`config.mk`:
```
export PLATFORM = sky130hd
export DESIGN_NAME = seg7_scan_driver
export DESIGN_NICKNAME = d
export VERILOG_FILES = /design/src/rtl/seg7_pkg.sv /design/src/rtl/seg7_glyph.sv /design/src/rtl/seg7_scan_driver.sv
export SDC_FILE = /design/constraint.sdc
export NUM_CORES = 1
export LEC_CHECK = 0
export BUFFER_PORTS_ARGS = -buffer_cell sky130_fd_sc_hd__buf_2
export CAP_MARGIN = 20
export CORE_MARGIN = 4
export CORE_UTILIZATION = 63
export CTS_CLUSTER_SIZE = 25
export DETAILED_ROUTE_END_ITERATION = 7
export GPL_TIMING_DRIVEN = 0
export PLACE_DENSITY = 0.84
export SLEW_MARGIN = 0
export SYNTH_ARGS = -nofsm -noshare
export SYNTH_HDL_FRONTEND = slang
export SYNTH_SLANG_ARGS = --single-unit
```
`constraint.sdc`:
```
create_clock -name clk -period 3.15 [get_ports clk]
set_input_delay 0.315 -clock clk [delete_from_list [all_inputs] [get_ports clk]]
set_output_delay 0.315 -clock clk [all_outputs]
set_load 0.005 [all_outputs]
```
`src/rtl/seg7_pkg.sv`:
```
// Shared constants for the 7-segment scan driver: segment bit order and active-low glyphs.
package seg7_pkg;

    localparam int SEG_A = 6;
    localparam int SEG_B = 5;
    localparam int SEG_C = 4;
    localparam int SEG_D = 3;
    localparam int SEG_E = 2;
    localparam int SEG_F = 1;
    localparam int SEG_G = 0;

    // Patterns are {a,b,c,d,e,f,g}; a 0 bit lights the segment.
    localparam logic [6:0] GLYPH_0    = 7'b0000001;
    localparam logic [6:0] GLYPH_1    = 7'b1001111;
    localparam logic [6:0] GLYPH_2    = 7'b0010010;
    localparam logic [6:0] GLYPH_3    = 7'b0000110;
    localparam logic [6:0] GLYPH_4    = 7'b1001100;
    localparam logic [6:0] GLYPH_5    = 7'b0100100;
    localparam logic [6:0] GLYPH_6    = 7'b0100000;
    localparam logic [6:0] GLYPH_7    = 7'b0001101;
    localparam logic [6:0] GLYPH_8    = 7'b0000000;
    localparam logic [6:0] GLYPH_9    = 7'b0000100;
    localparam logic [6:0] GLYPH_A    = 7'b0001000;
    localparam logic [6:0] GLYPH_B    = 7'b1100000;
    localparam logic [6:0] GLYPH_C    = 7'b0110001;
    localparam logic [6:0] GLYPH_D    = 7'b1000010;
    localparam logic [6:0] GLYPH_E    = 7'b0110000;
    localparam logic [6:0] GLYPH_F    = 7'b0111000;
    localparam logic [6:0] GLYPH_DASH = 7'b1111110;
    localparam logic [6:0] GLYPH_OFF  = 7'b1111111;

endpackage

```
`src/rtl/seg7_glyph.sv`:
```
// Combinational digit-code to segment decoder; codes 10-15 show letters or a dash.
module seg7_glyph
    import seg7_pkg::*;
(
    input  logic [3:0] code,
    input  logic       hex_en,
    output logic [6:0] seg
);

    always_comb begin
        seg = GLYPH_OFF;
        case (code)
            4'h0: seg = GLYPH_0;
            4'h1: seg = GLYPH_1;
            4'h2: seg = GLYPH_2;
            4'h3: seg = GLYPH_3;
            4'h4: seg = GLYPH_4;
            4'h5: seg = GLYPH_5;
            4'h6: seg = GLYPH_6;
            4'h7: seg = GLYPH_7;
            4'h8: seg = GLYPH_8;
            4'h9: seg = GLYPH_9;
            4'hA: seg = hex_en ? GLYPH_A : GLYPH_DASH;
            4'hB: seg = hex_en ? GLYPH_B : GLYPH_DASH;
            4'hC: seg = hex_en ? GLYPH_C : GLYPH_DASH;
            4'hD: seg = hex_en ? GLYPH_D : GLYPH_DASH;
            4'hE: seg = hex_en ? GLYPH_E : GLYPH_DASH;
            4'hF: seg = hex_en ? GLYPH_F : GLYPH_DASH;
            default: seg = GLYPH_OFF;
        endcase
    end

endmodule

```
`src/rtl/seg7_scan_driver.sv`:
```
// Time-multiplexed common-anode display driver with frame-aligned digit capture,
// per-digit blank/blink and leading-zero suppression.
module seg7_scan_driver
    import seg7_pkg::*;
#(
    parameter int NUM_DIGITS = 3,
    parameter int SCAN_DIV   = 1000,
    parameter int BLINK_DIV  = 500000,
    parameter int HEX_EN     = 1
) (
    input  logic                    clk,
    input  logic                    rst_n,
    input  logic [4*NUM_DIGITS-1:0] digits_i,
    input  logic                    load_i,
    input  logic [NUM_DIGITS-1:0]   blank_i,
    input  logic [NUM_DIGITS-1:0]   blink_i,
    input  logic                    lzs_en_i,
    output logic [6:0]              seg_o,
    output logic [NUM_DIGITS-1:0]   an_o,
    output logic                    frame_o
);

    localparam int SW = $clog2(SCAN_DIV);
    localparam int BW = $clog2(BLINK_DIV);
    localparam int IW = (NUM_DIGITS > 1) ? $clog2(NUM_DIGITS) : 1;
    localparam int DW = 4 * NUM_DIGITS;

    localparam logic [SW-1:0] SCAN_LAST  = SW'(SCAN_DIV - 1);
    localparam logic [BW-1:0] BLINK_LAST = BW'(BLINK_DIV - 1);
    localparam logic [IW-1:0] IDX_LAST   = IW'(NUM_DIGITS - 1);

    logic [SW-1:0]         scan_cnt;
    logic [BW-1:0]         blink_cnt;
    logic [IW-1:0]         idx;
    logic                  blink_phase;
    logic [DW-1:0]         shadow;
    logic [DW-1:0]         pending;
    logic                  pend;

    logic                  frame_end;
    logic [NUM_DIGITS-1:0] lzs_mask;
    logic                  zero_above;
    logic [3:0]            cur_code;
    logic                  cur_blank;
    logic                  cur_blink;
    logic                  cur_lzs;
    logic [6:0]            glyph_seg;
    logic [6:0]            seg_next;
    logic [NUM_DIGITS-1:0] an_next;

    assign frame_end = (scan_cnt == SCAN_LAST) && (idx == IDX_LAST);

    // A digit is suppressed only when it and every more significant digit are zero.
    always_comb begin
        lzs_mask   = '0;
        zero_above = lzs_en_i;
        for (int k = NUM_DIGITS - 1; k >= 1; k--) begin
            zero_above  = zero_above && (shadow[4*k +: 4] == 4'h0);
            lzs_mask[k] = zero_above;
        end
    end

    always_comb begin
        cur_code  = 4'h0;
        cur_blank = 1'b0;
        cur_blink = 1'b0;
        cur_lzs   = 1'b0;
        an_next   = '1;
        for (int k = 0; k < NUM_DIGITS; k++) begin
            if (idx == IW'(k)) begin
                cur_code  = shadow[4*k +: 4];
                cur_blank = blank_i[k];
                cur_blink = blink_i[k];
                cur_lzs   = lzs_mask[k];
                an_next[k] = (scan_cnt == '0);
            end
        end
    end

    seg7_glyph u_glyph (
        .code   (cur_code),
        .hex_en (HEX_EN != 0),
        .seg    (glyph_seg)
    );

    assign seg_next = (cur_blank || (cur_blink && !blink_phase) || cur_lzs) ? GLYPH_OFF : glyph_seg;

    always_ff @(posedge clk or negedge rst_n) begin
        if (!rst_n) begin
            scan_cnt    <= '0;
            idx         <= '0;
            blink_cnt   <= '0;
            blink_phase <= 1'b1;
            shadow      <= '0;
            pending     <= '0;
            pend        <= 1'b0;
            seg_o       <= GLYPH_OFF;
            an_o        <= '1;
            frame_o     <= 1'b0;
        end else begin
            if (scan_cnt == SCAN_LAST) begin
                scan_cnt <= '0;
                idx      <= (idx == IDX_LAST) ? '0 : idx + 1'b1;
            end else begin
                scan_cnt <= scan_cnt + 1'b1;
            end

            if (blink_cnt == BLINK_LAST) begin
                blink_cnt   <= '0;
                blink_phase <= ~blink_phase;
            end else begin
                blink_cnt <= blink_cnt + 1'b1;
            end

            // A load landing exactly on the frame end goes straight to the display.
            if (frame_end) begin
                if (load_i) begin
                    shadow <= digits_i;
                end else if (pend) begin
                    shadow <= pending;
                end
                pend <= 1'b0;
            end else if (load_i) begin
                pending <= digits_i;
                pend    <= 1'b1;
            end

            frame_o <= frame_end;
            seg_o   <= seg_next;
            an_o    <= an_next;
        end
    end

endmodule

```
==> impl_metrics.env, run 1 <==
export IMPL_synth_edf_count=0
export IMPL_worst_slack_ps=763
export IMPL_portBuffers=32
export IMPL_worstSetupStartpointType="flip-flop"
export IMPL_drt_iter0_drc=130
export IMPL_antenna_found_initial=0
export IMPL_cts_tree="done"
export IMPL_drc=0
export IMPL_path_cells="ha_1 -> nand2_2 -> nor4_4 -> and2_4 -> or2b_2 -> buf_6 -> mux2_2"
export IMPL_vias=2316
export IMPL_grtUsageTotal_pct=22.2
export IMPL_drv_cap=0
export IMPL_tightestPinTransition_ps=817
export IMPL_avgSynthCellArea_um2=11.6
export IMPL_postCtsSetupBuffers=0
export IMPL_syn_instance_count=282
export IMPL_slew_viol_final=0
export IMPL_cts_buffers=9
export IMPL_hpwl_mm=4.39
export IMPL_crit_slowest_cell="nor4_4"
export IMPL_required_ps=3380
export IMPL_dpl_worst_slack_ps=792
export IMPL_n_antenna_cell=0
export IMPL_drive_gt1_share_pct=32.1
export IMPL_first_global_vias=2281
export IMPL_slew_headroom_pct=45.5
export IMPL_synth_seq_cells=68
export IMPL_synthTopCellsByArea="dfrtp_1 44%, mux2_2 9.3%, dfstp_2 8.8%"
export IMPL_status="finished, final reports clean"
export IMPL_skew_ps=9.56
export IMPL_final_cell_area_um2=3720
export IMPL_worstRegToRegCells=7
export IMPL_cts_hold_buf=0
export IMPL_synthFlopType="dfrtp_1"
export IMPL_cts_sinks=68
export IMPL_period_share_pct=75.8
export IMPL_finalSetupViolations=0
export IMPL_worst_path_max_fanout=10
export IMPL_cts_max_level=3
export IMPL_path_clk_slew_ps=70
export IMPL_cp_arrival_ps=2610
export IMPL_slowest_delay_ps=560
export IMPL_ys_types=49
export IMPL_period_needed_ps=2390
export IMPL_async_flop_share_pct=100
export IMPL_p_leak_nw=1.65
export IMPL_finalNetCount=350
export IMPL_critical_path_class="reg2reg"
export IMPL_placed_area_um2=3510
export IMPL_synth_area_leader_cell="dfrtp_1"
export IMPL_insertion_delay_ps=350
export IMPL_ant_nets=0
export IMPL_overflow=0
export IMPL_syn_num_nets=307
export IMPL_wl_mm=6.42
export IMPL_hp_class="in2async"
export IMPL_timing_hold_violations_final=0
export IMPL_max_freq_mhz=419
export IMPL_grt_max_degree=69
export IMPL_yosys_warnings=0
export IMPL_crit_family="simple AND/OR/NAND/NOR gates"
export IMPL_initial_core_util_pct=67.0
export IMPL_post_route_util_pct=76.2
export IMPL_crit_buf_inv=1
export IMPL_rsz0062_at_grt="no"
export IMPL_die_area_um2=6400
export IMPL_fp_row_count=25
export IMPL_drt_pass1_iterations=4
export IMPL_avgRoutedWirePerCell_um=16.2
export IMPL_gp_congestion=0.899
export IMPL_die_width_um=80.0
export IMPL_ys_seq_area_share_pct=52.5
export IMPL_n_fill_cell=337
export IMPL_core_um2=4880
export IMPL_die_y_um=80.0
export IMPL_cts_buffer_depth=2
export IMPL_grt_pass1_wl_mm=10.7
export IMPL_cts_resized=0
export IMPL_yosysMostFrequentCell="dfrtp_1"
export IMPL_netlist_area_um2=3270
export IMPL_cp_end_kind="flip-flop"
export IMPL_holdWs_ps=58.3
export IMPL_ioPinCount=33
export IMPL_synthTopCellsByCount="57 x dfrtp_1, 30 x nor2_1, 27 x mux2_2"
export IMPL_area_delta_synth_final_pct=13.7
export IMPL_cts_root_buffer="clkbuf_8"
export IMPL_p_per_area_nw_per_um2=462
export IMPL_synth_top_area_share_pct=43.6
export IMPL_fin_tns_setup_ps=0
export IMPL_cp_depth=7
export IMPL_vias_per_cell=5.83
export IMPL_ir_worst_vdd_mv=0.367
-- state kept, by name (all words and copies together), names as in the netlist --
register     cells
blink_phase      1
idx              2
shadow          12
pend             1
frame_o          1
pending         12
an_o             3
blink_cnt       19
seg_o            7
scan_cnt        10
-- routing by layer --
layer | vias to the layer above | track usage (%) | wire, um
met5 | - | 0 | 0
met4 | 0 | 12.3 | 138
met3 | 13 | 5.08 | 300
met2 | 65 | 35.6 | 3150
met1 | 1135 | 27.5 | 2820
li1 | 1103 | - | -
-- logic make-up after synthesis --
logic type	after synthesis	share of synthesized area, %
AND/OR/NAND/NOR	101	16.0
buffers and inverters	15	2.26
multiplexers	42	15.4
adder cells (fa/ha/maj)	3	1.15
flip-flops	68	52.5
XOR/XNOR	22	5.90
AO/OA/AOI/OAI	31	6.74
-- cells in the final DEF, fill, tap and decap left out, drive strengths merged, types with 10 or more instances in the layout --
cell    netlist  final
xor2         10     10
mux2         37     37
nand2        15     15
dfstp        11     11
nand3        18     18
clkbuf        4     16
dfrtp        57     57
buf           4     36
o21ai        10     10
xnor2        12     12
nor2         30     30
-- worst paths after layout --
kind                             start      endpoint  slack (ps)
setup / recovery           scan_cnt[0]    pending[6]         760
hold / removal                   rst_n   scan_cnt[9]          60
setup reg to reg           scan_cnt[0]    pending[6]         760
hold reg to reg            scan_cnt[0]   scan_cnt[0]         490
max in group asynchronous        rst_n  blink_cnt[2]        2550
min in group clk           digits_i[3]    pending[3]         210
-- stage by stage --
step	total power, mW	std cells
after CTS	1.73	397
after global placement	1.00	381
after floorplan	0.961	282
after detailed placement	1.01	381
final	1.72	397
after global routing	1.78	397
-- where the power goes --
part | internal, mW | switching, mW | total (mW) | leakage (nW)
sequential | 0.896 | 0.00831 | 0.904 | 0.851
clock | 0.406 | 0.322 | 0.728 | 0.102
combinational | 0.0440 | 0.0433 | 0.0872 | 0.702
-- final cells by class --
| class | instances | area [um2] | area share, % |
|---|---|---|---|
| well taps | 67 | 83.8 | 2.26 |
| clock buffers | 12 | 155 | 4.17 |
| clock inverters | 4 | 47.5 | 1.28 |
| flip-flops and latches | 68 | 1720 | 46.1 |
| repair buffers | 32 | 163 | 4.38 |
| multi-input cells | 199 | 1480 | 39.8 |
| plain buffers | 8 | 47.5 | 1.28 |
| inverters | 7 | 26.3 | 0.707 |
Power figures use the tool's default switching activity.
==> run 2: changes to the inputs <==
--- a/config.mk
+++ b/config.mk
@@ -8,11 +8,11 @@
 export BUFFER_PORTS_ARGS = -buffer_cell sky130_fd_sc_hd__buf_2
 export CAP_MARGIN = 20
 export CORE_MARGIN = 4
-export CORE_UTILIZATION = 63
+export CORE_UTILIZATION = 58
 export CTS_CLUSTER_SIZE = 25
 export DETAILED_ROUTE_END_ITERATION = 7
 export GPL_TIMING_DRIVEN = 0
-export PLACE_DENSITY = 0.84
+export PLACE_DENSITY = 0.79
 export SLEW_MARGIN = 0
 export SYNTH_ARGS = -nofsm -noshare
 export SYNTH_HDL_FRONTEND = slang
==> constraint.sdc (replaced) <==
create_clock -name clk -period 2.3 [get_ports clk]
set_input_delay 0.23 -clock clk [delete_from_list [all_inputs] [get_ports clk]]
set_output_delay 0.23 -clock clk [all_outputs]
set_load 0.005 [all_outputs]
==> run 2 against run 1 <==
The flow now finishes with violations (negative hold slack). Power increased by 37%. Clock skew down 3.0 ps. Critical path type unchanged. Global-route usage down 3.2 points. Sequential cell count unchanged. Non-clock buffer count up 4. Sequential share of layout area down 0.49 points. Combinational power increased by 35%. Die area is 7.7% higher. Fmax increased by 9.7%. Largest cell class unchanged. Count of clock-buffer cells in the layout is 3 higher. Design area is 1.1% higher.
==> impl_metrics.env, run 2 (synthesis gave the netlist of run 1 again) <==
export IMPL_die_y_um=83.1
export IMPL_violations="negative hold slack"
export IMPL_cts_resized=0
export IMPL_area_delta_synth_final_pct=15.0
export IMPL_cts_hold_buf=0
export IMPL_rsz0062_at_grt="no"
export IMPL_period_needed_ps=2180
export IMPL_drc=0
export IMPL_cts_buffers=9
export IMPL_worst_r2r_endpoint="pending[11]"
export IMPL_layout_commonest_cell="dfrtp_1"
export IMPL_n_antenna_cell=0
export IMPL_reg2reg_slack_ps=120
export IMPL_worst_slack_ps=124
export IMPL_grt_max_degree=69
export IMPL_crit_slowest_cell="nor4_4"
export IMPL_cts_root_buffer="clkbuf_8"
export IMPL_first_global_vias=2263
export IMPL_p_per_area_nw_per_um2=628
export IMPL_timing_hold_violations_final=2
export IMPL_slew_headroom_pct=45.6
export IMPL_cts_sinks=68
export IMPL_reg_largest_list="blink_cnt (19), pending (12), shadow (12)"
export IMPL_drt_iter0_drc=82
export IMPL_die_area_um2=6900
export IMPL_vias_per_cell=5.52
export IMPL_cts_max_level=3
export IMPL_regMostFlops="blink_cnt"
export IMPL_period_share_pct=94.6
export IMPL_core_um2=5470
export IMPL_finalSetupViolations=0
export IMPL_wl_mm=5.95
export IMPL_initial_core_util_pct=59.7
export IMPL_path_clk_slew_ps=70
export IMPL_skew_ps=6.59
export IMPL_p_leak_nw=1.68
export IMPL_status="finished with violations"
export IMPL_hp_class="in2async"
export IMPL_crit_family="simple AND/OR/NAND/NOR gates"
export IMPL_critical_path_class="reg2reg"
export IMPL_ioPinCount=33
export IMPL_die_width_um=83.1
export IMPL_drive_gt1_share_pct=32.3
export IMPL_ir_worst_vdd_mv=0.457
export IMPL_slowest_delay_ps=390
export IMPL_post_route_util_pct=68.7
export IMPL_overflow=0
export IMPL_insertion_delay_ps=330
export IMPL_vias=2241
export IMPL_largest_reg_flops=19
export IMPL_cp_arrival_ps=2390
export IMPL_avgRoutedWirePerCell_um=14.7
export IMPL_antenna_found_initial=0
export IMPL_path_cells="ha_1 -> nand2_2 -> nor4_4 -> and2_4 -> or2b_2 -> buf_6 -> mux2_2"
export IMPL_portBuffers=32
export IMPL_cts_tree="done"
export IMPL_slew_viol_final=0
export IMPL_gp_congestion=0.820
export IMPL_power_mw=2.36
export IMPL_n_fill_cell=435
export IMPL_fp_row_count=27
export IMPL_cts_buffer_depth=2
export IMPL_ant_nets=0
export IMPL_grtUsageTotal_pct=19.0
export IMPL_drv_cap=0
export IMPL_hpwl_mm=4.16
export IMPL_tightestPinTransition_ps=816
export IMPL_worstSetupStartpointType="flip-flop"
export IMPL_finalNetCount=354
export IMPL_cp_end_kind="flip-flop"
export IMPL_worstRegToRegCells=7
export IMPL_drt_pass1_iterations=4
export IMPL_worst_path_max_fanout=10
export IMPL_max_freq_mhz=459
export IMPL_crit_buf_inv=1
export IMPL_final_cell_mix="57 x dfrtp_1, 33 x buf_2, 30 x nor2_1"
export IMPL_regToRegStartpoint="scan_cnt[0]"
export IMPL_required_ps=2520
export IMPL_grt_pass1_wl_mm=10.6
export IMPL_dpl_worst_slack_ps=-78.7
export IMPL_holdWs_ps=-2.79
## run 2: cell types whose count changed in the layout (fill, tap and decap cells not counted), sizes merged
cell,delta
buf,+4
clkinv,-2
clkbuf,+3
clkinvlp,-1
## run 2: report_power, final
part	switching (mW)	internal (mW)
sequential	0.0109	1.23
combinational	0.0579	0.0601
clock	0.412	0.592
## run 2: layer usage
metal	global-route usage, %	vias to the layer above	wire length (um)
met5	0	-	0
met4	9.51	0	147
met3	3.97	13	265
met2	28.3	47	2760
met1	26.3	1079	2770
li1	-	1102	-
## run 2: worst max path at each step
stage	slack, ps	cells after the start	end	startpoint
floorplan	230	7	pending[10]	scan_cnt[0]
global placement	-40	7	pending[7]	scan_cnt[0]
detailed placement	-80	7	pending[5]	scan_cnt[0]
CTS	20	6	pending[2]	scan_cnt[5]
global route	10	7	pending[6]	scan_cnt[0]
finish	120	7	pending[11]	scan_cnt[0]
## run 2: cell type report
class                      instances  area, um2  share of cell area [%]
sequential                        68       1720                    45.7
buffer                             8       47.5                    1.27
inverter                           7       26.3                   0.699
timing repair buffer              36        193                    5.13
clock buffer                      15        176                    4.70
tap                               72       90.1                    2.40
clock inverter                     1       30.0                   0.799
multi-input combinational        199       1480                    39.4
## run 2: repair_timing
item | 4_1_cts | 5_1_grt
cloned | 0 | 0
buffers inserted | 0 | 4
pin swaps | 1 | 1
setup endpoints to repair | 10 | 20
## run 2: metrics by stage
step / cells / TNS (ps) / area (um2)
finish: 406 / 0 / 3760
global placement: 386 / -370 / 3520
global route: 406 / 0 / 3760
floorplan: 282 / 0 / 3270
CTS: 402 / 0 / 3730
detailed placement: 386 / -670 / 3520
==> run 3: changes to the inputs <==
--- a/config.mk
+++ b/config.mk
@@ -5,15 +5,14 @@
 export SDC_FILE = /design/constraint.sdc
 export NUM_CORES = 1
 export LEC_CHECK = 0
-export BUFFER_PORTS_ARGS = -buffer_cell sky130_fd_sc_hd__buf_2
 export CAP_MARGIN = 20
 export CORE_MARGIN = 4
-export CORE_UTILIZATION = 58
+export CORE_UTILIZATION = 63
 export CTS_CLUSTER_SIZE = 25
 export DETAILED_ROUTE_END_ITERATION = 7
+export DONT_BUFFER_PORTS = 1
 export GPL_TIMING_DRIVEN = 0
 export PLACE_DENSITY = 0.79
-export SLEW_MARGIN = 0
 export SYNTH_ARGS = -nofsm -noshare
 export SYNTH_HDL_FRONTEND = slang
 export SYNTH_SLANG_ARGS = --single-unit
==> run 3 against run 2 <==
The flow now finishes without violations. Non-clock buffer count down 33. Hold slack gained 30 ps. Power grew 4.9%. Via count down 2.2%. Die area shrank 7.2%. Cell count shrank 9.4%. Clock skew is 0.97 ps higher. Core utilization rose by 5.8 points. Sequential power barely moved. Critical path depth is 1 lower. Register-to-register slack better by 110 ps. Design area down 3.3%. Critical endpoint is now pending[5]. Highest routed layer unchanged.
==> impl_metrics.env, run 3 (synthesis gave the netlist of run 1 again) <==
export IMPL_status="finished, final reports clean"
export IMPL_slew_viol_final=0
export IMPL_insertion_delay_ps=350
export IMPL_dp_cells=349
export IMPL_die_width_um=80.0
export IMPL_path_cells="nand4_1 -> nor4_4 -> and2_4 -> or2b_2 -> buf_6 -> mux2_2"
export IMPL_timing_hold_violations_final=0
export IMPL_cts_root_buffer="clkbuf_8"
export IMPL_max_freq_mhz=483
export IMPL_hp_class="in2reg"
export IMPL_slew_headroom_pct=57.2
export IMPL_drv_cap=0
export IMPL_crit_slowest_cell="dfrtp_1"
export IMPL_die_area_um2=6400
export IMPL_portBuffers=0
export IMPL_critical_path_class="reg2reg"
export IMPL_drt_iter0_drc=130
export IMPL_required_ps=2530
export IMPL_cts_buffer_depth=2
export IMPL_worstSetupStartpointType="flip-flop"
export IMPL_drive_gt1_share_pct=25.2
export IMPL_p_leak_nw=1.57
export IMPL_skew_ps=7.56
export IMPL_hpwl_mm=3.98
export IMPL_path_clk_slew_ps=70
export IMPL_regMostFlops="blink_cnt"
export IMPL_whs_endpoint="pending[2]"
export IMPL_gp_congestion=0.858
export IMPL_initial_core_util_pct=67.0
export IMPL_finalSetupViolations=0
export IMPL_cts_buffers=9
export IMPL_min_from="digits_i[2]"
export IMPL_vias=2192
export IMPL_slowest_delay_ps=440
export IMPL_antenna_found_initial=0
export IMPL_vias_per_cell=5.96
export IMPL_tightestPinTransition_ps=638
export IMPL_worst_r2r_endpoint="pending[5]"
export IMPL_n_antenna_cell=0
export IMPL_largest_reg_flops=19
export IMPL_wl_mm=5.90
export IMPL_p_per_area_nw_per_um2=681
export IMPL_cts_max_level=3
export IMPL_grtUsageTotal_pct=20.9
export IMPL_cp_arrival_ps=2300
export IMPL_finalNetCount=321
export IMPL_ant_nets=0
export IMPL_period_share_pct=90.0
export IMPL_core_um2=4880
export IMPL_ioPinCount=33
export IMPL_fp_row_count=25
export IMPL_avgRoutedWirePerCell_um=16.0
export IMPL_n_fill_cell=316
export IMPL_final_cell_mix="57 x dfrtp_1, 30 x nor2_1, 27 x mux2_2"
export IMPL_final_cells=368
export IMPL_cp_end_kind="flip-flop"
export IMPL_multi_input_area_um2=1480
export IMPL_cts_sinks=68
export IMPL_drt_pass1_iterations=4
export IMPL_holdPathStages=1
export IMPL_grt_max_degree=69
export IMPL_reg2reg_slack_ps=230
export IMPL_rsz0062_at_grt="no"
export IMPL_cts_tree="done"
export IMPL_area_delta_synth_final_pct=11.2
export IMPL_period_needed_ps=2070
export IMPL_drc=0
export IMPL_grt_pass1_wl_mm=10.2
export IMPL_regArea_um2=1720
export IMPL_holdWs_ps=27.5
export IMPL_cts_resized=0
export IMPL_worstRegToRegCells=6
export IMPL_first_global_vias=2163
export IMPL_overflow=0
export IMPL_worst_path_max_fanout=10
export IMPL_layout_commonest_cell="dfrtp_1"
export IMPL_die_y_um=80.0
export IMPL_regToRegStartpoint="scan_cnt[5]"
export IMPL_ir_worst_vdd_mv=0.769
export IMPL_reg_largest_list="blink_cnt (19), pending (12), shadow (12)"
==> run 3: area by class of cell <==
type	instances	area share [%]
flip-flops and latches	68	47.2
multi-input cells	199	40.7
clock buffers	13	4.65
well taps	67	2.31
clock inverters	3	1.86
plain buffers	8	1.31
repair buffers	3	1.24
inverters	7	0.723
==> run 3: worst max-delay path: cells and delay by family (launching register included) <==
family | cells | cell delay [ps]
muxes | 1 | 340
and+or+nand+nor | 4 | 1010
buffers and inverters | 1 | 160
DFF | 1 | 440
==> run 3: what timing repair did <==
action                                 4_1_cts  5_1_grt
setup endpoints to repair                   20        0
endpoints found under the hold margin       68        0
buffers inserted                             1        0
hold buffers                                 2        0
==> run 3: per-stage QoR <==
step | utilization [%] | instance area, um2 | worst slack, ps | total power, mW | TNS (ps)
floorplan | - | 3270 | 229 | 1.32 | 0
global placement | 68.7 | 3350 | -60.0 | 1.33 | -588
detailed placement | 68.7 | 3350 | -128 | 1.33 | -1430
CTS | 74.5 | 3630 | 240 | 2.50 | 0
global route | 74.5 | 3630 | 93.2 | 2.56 | 0
finish | 74.5 | 3630 | 230 | 2.48 | 0
==> run 3: how the worst max path moves through the flow <==
| stage | slack (ps) | start | endpoint | cells after the start |
|---|---|---|---|---|
| after floorplan | 230 | scan_cnt[0] | pending[10] | 7 |
| after global placement | -60 | scan_cnt[0] | pending[7] | 7 |
| after detailed placement | -130 | scan_cnt[0] | pending[9] | 7 |
| after CTS | 240 | scan_cnt[5] | pending[9] | 6 |
| after global routing | 90 | scan_cnt[5] | pending[9] | 6 |
| final | 230 | scan_cnt[5] | pending[5] | 6 |
==> run 3: report_power, final <==
| group | switching, mW | internal [mW] | leakage (nW) |
|---|---|---|---|
| logic | 0.0449 | 0.0498 | 0.604 |
| registers | 0.0117 | 1.23 | 0.851 |
| clock network | 0.443 | 0.700 | 0.116 |
| total | 0.499 | 1.98 | 1.57 |
==> run 3: routing by layer <==
layer	global-route usage [%]	routed length [um]
met1	27.9	2670
met2	31.4	2720
met3	5.42	372
met4	10.8	132
met5	0	0
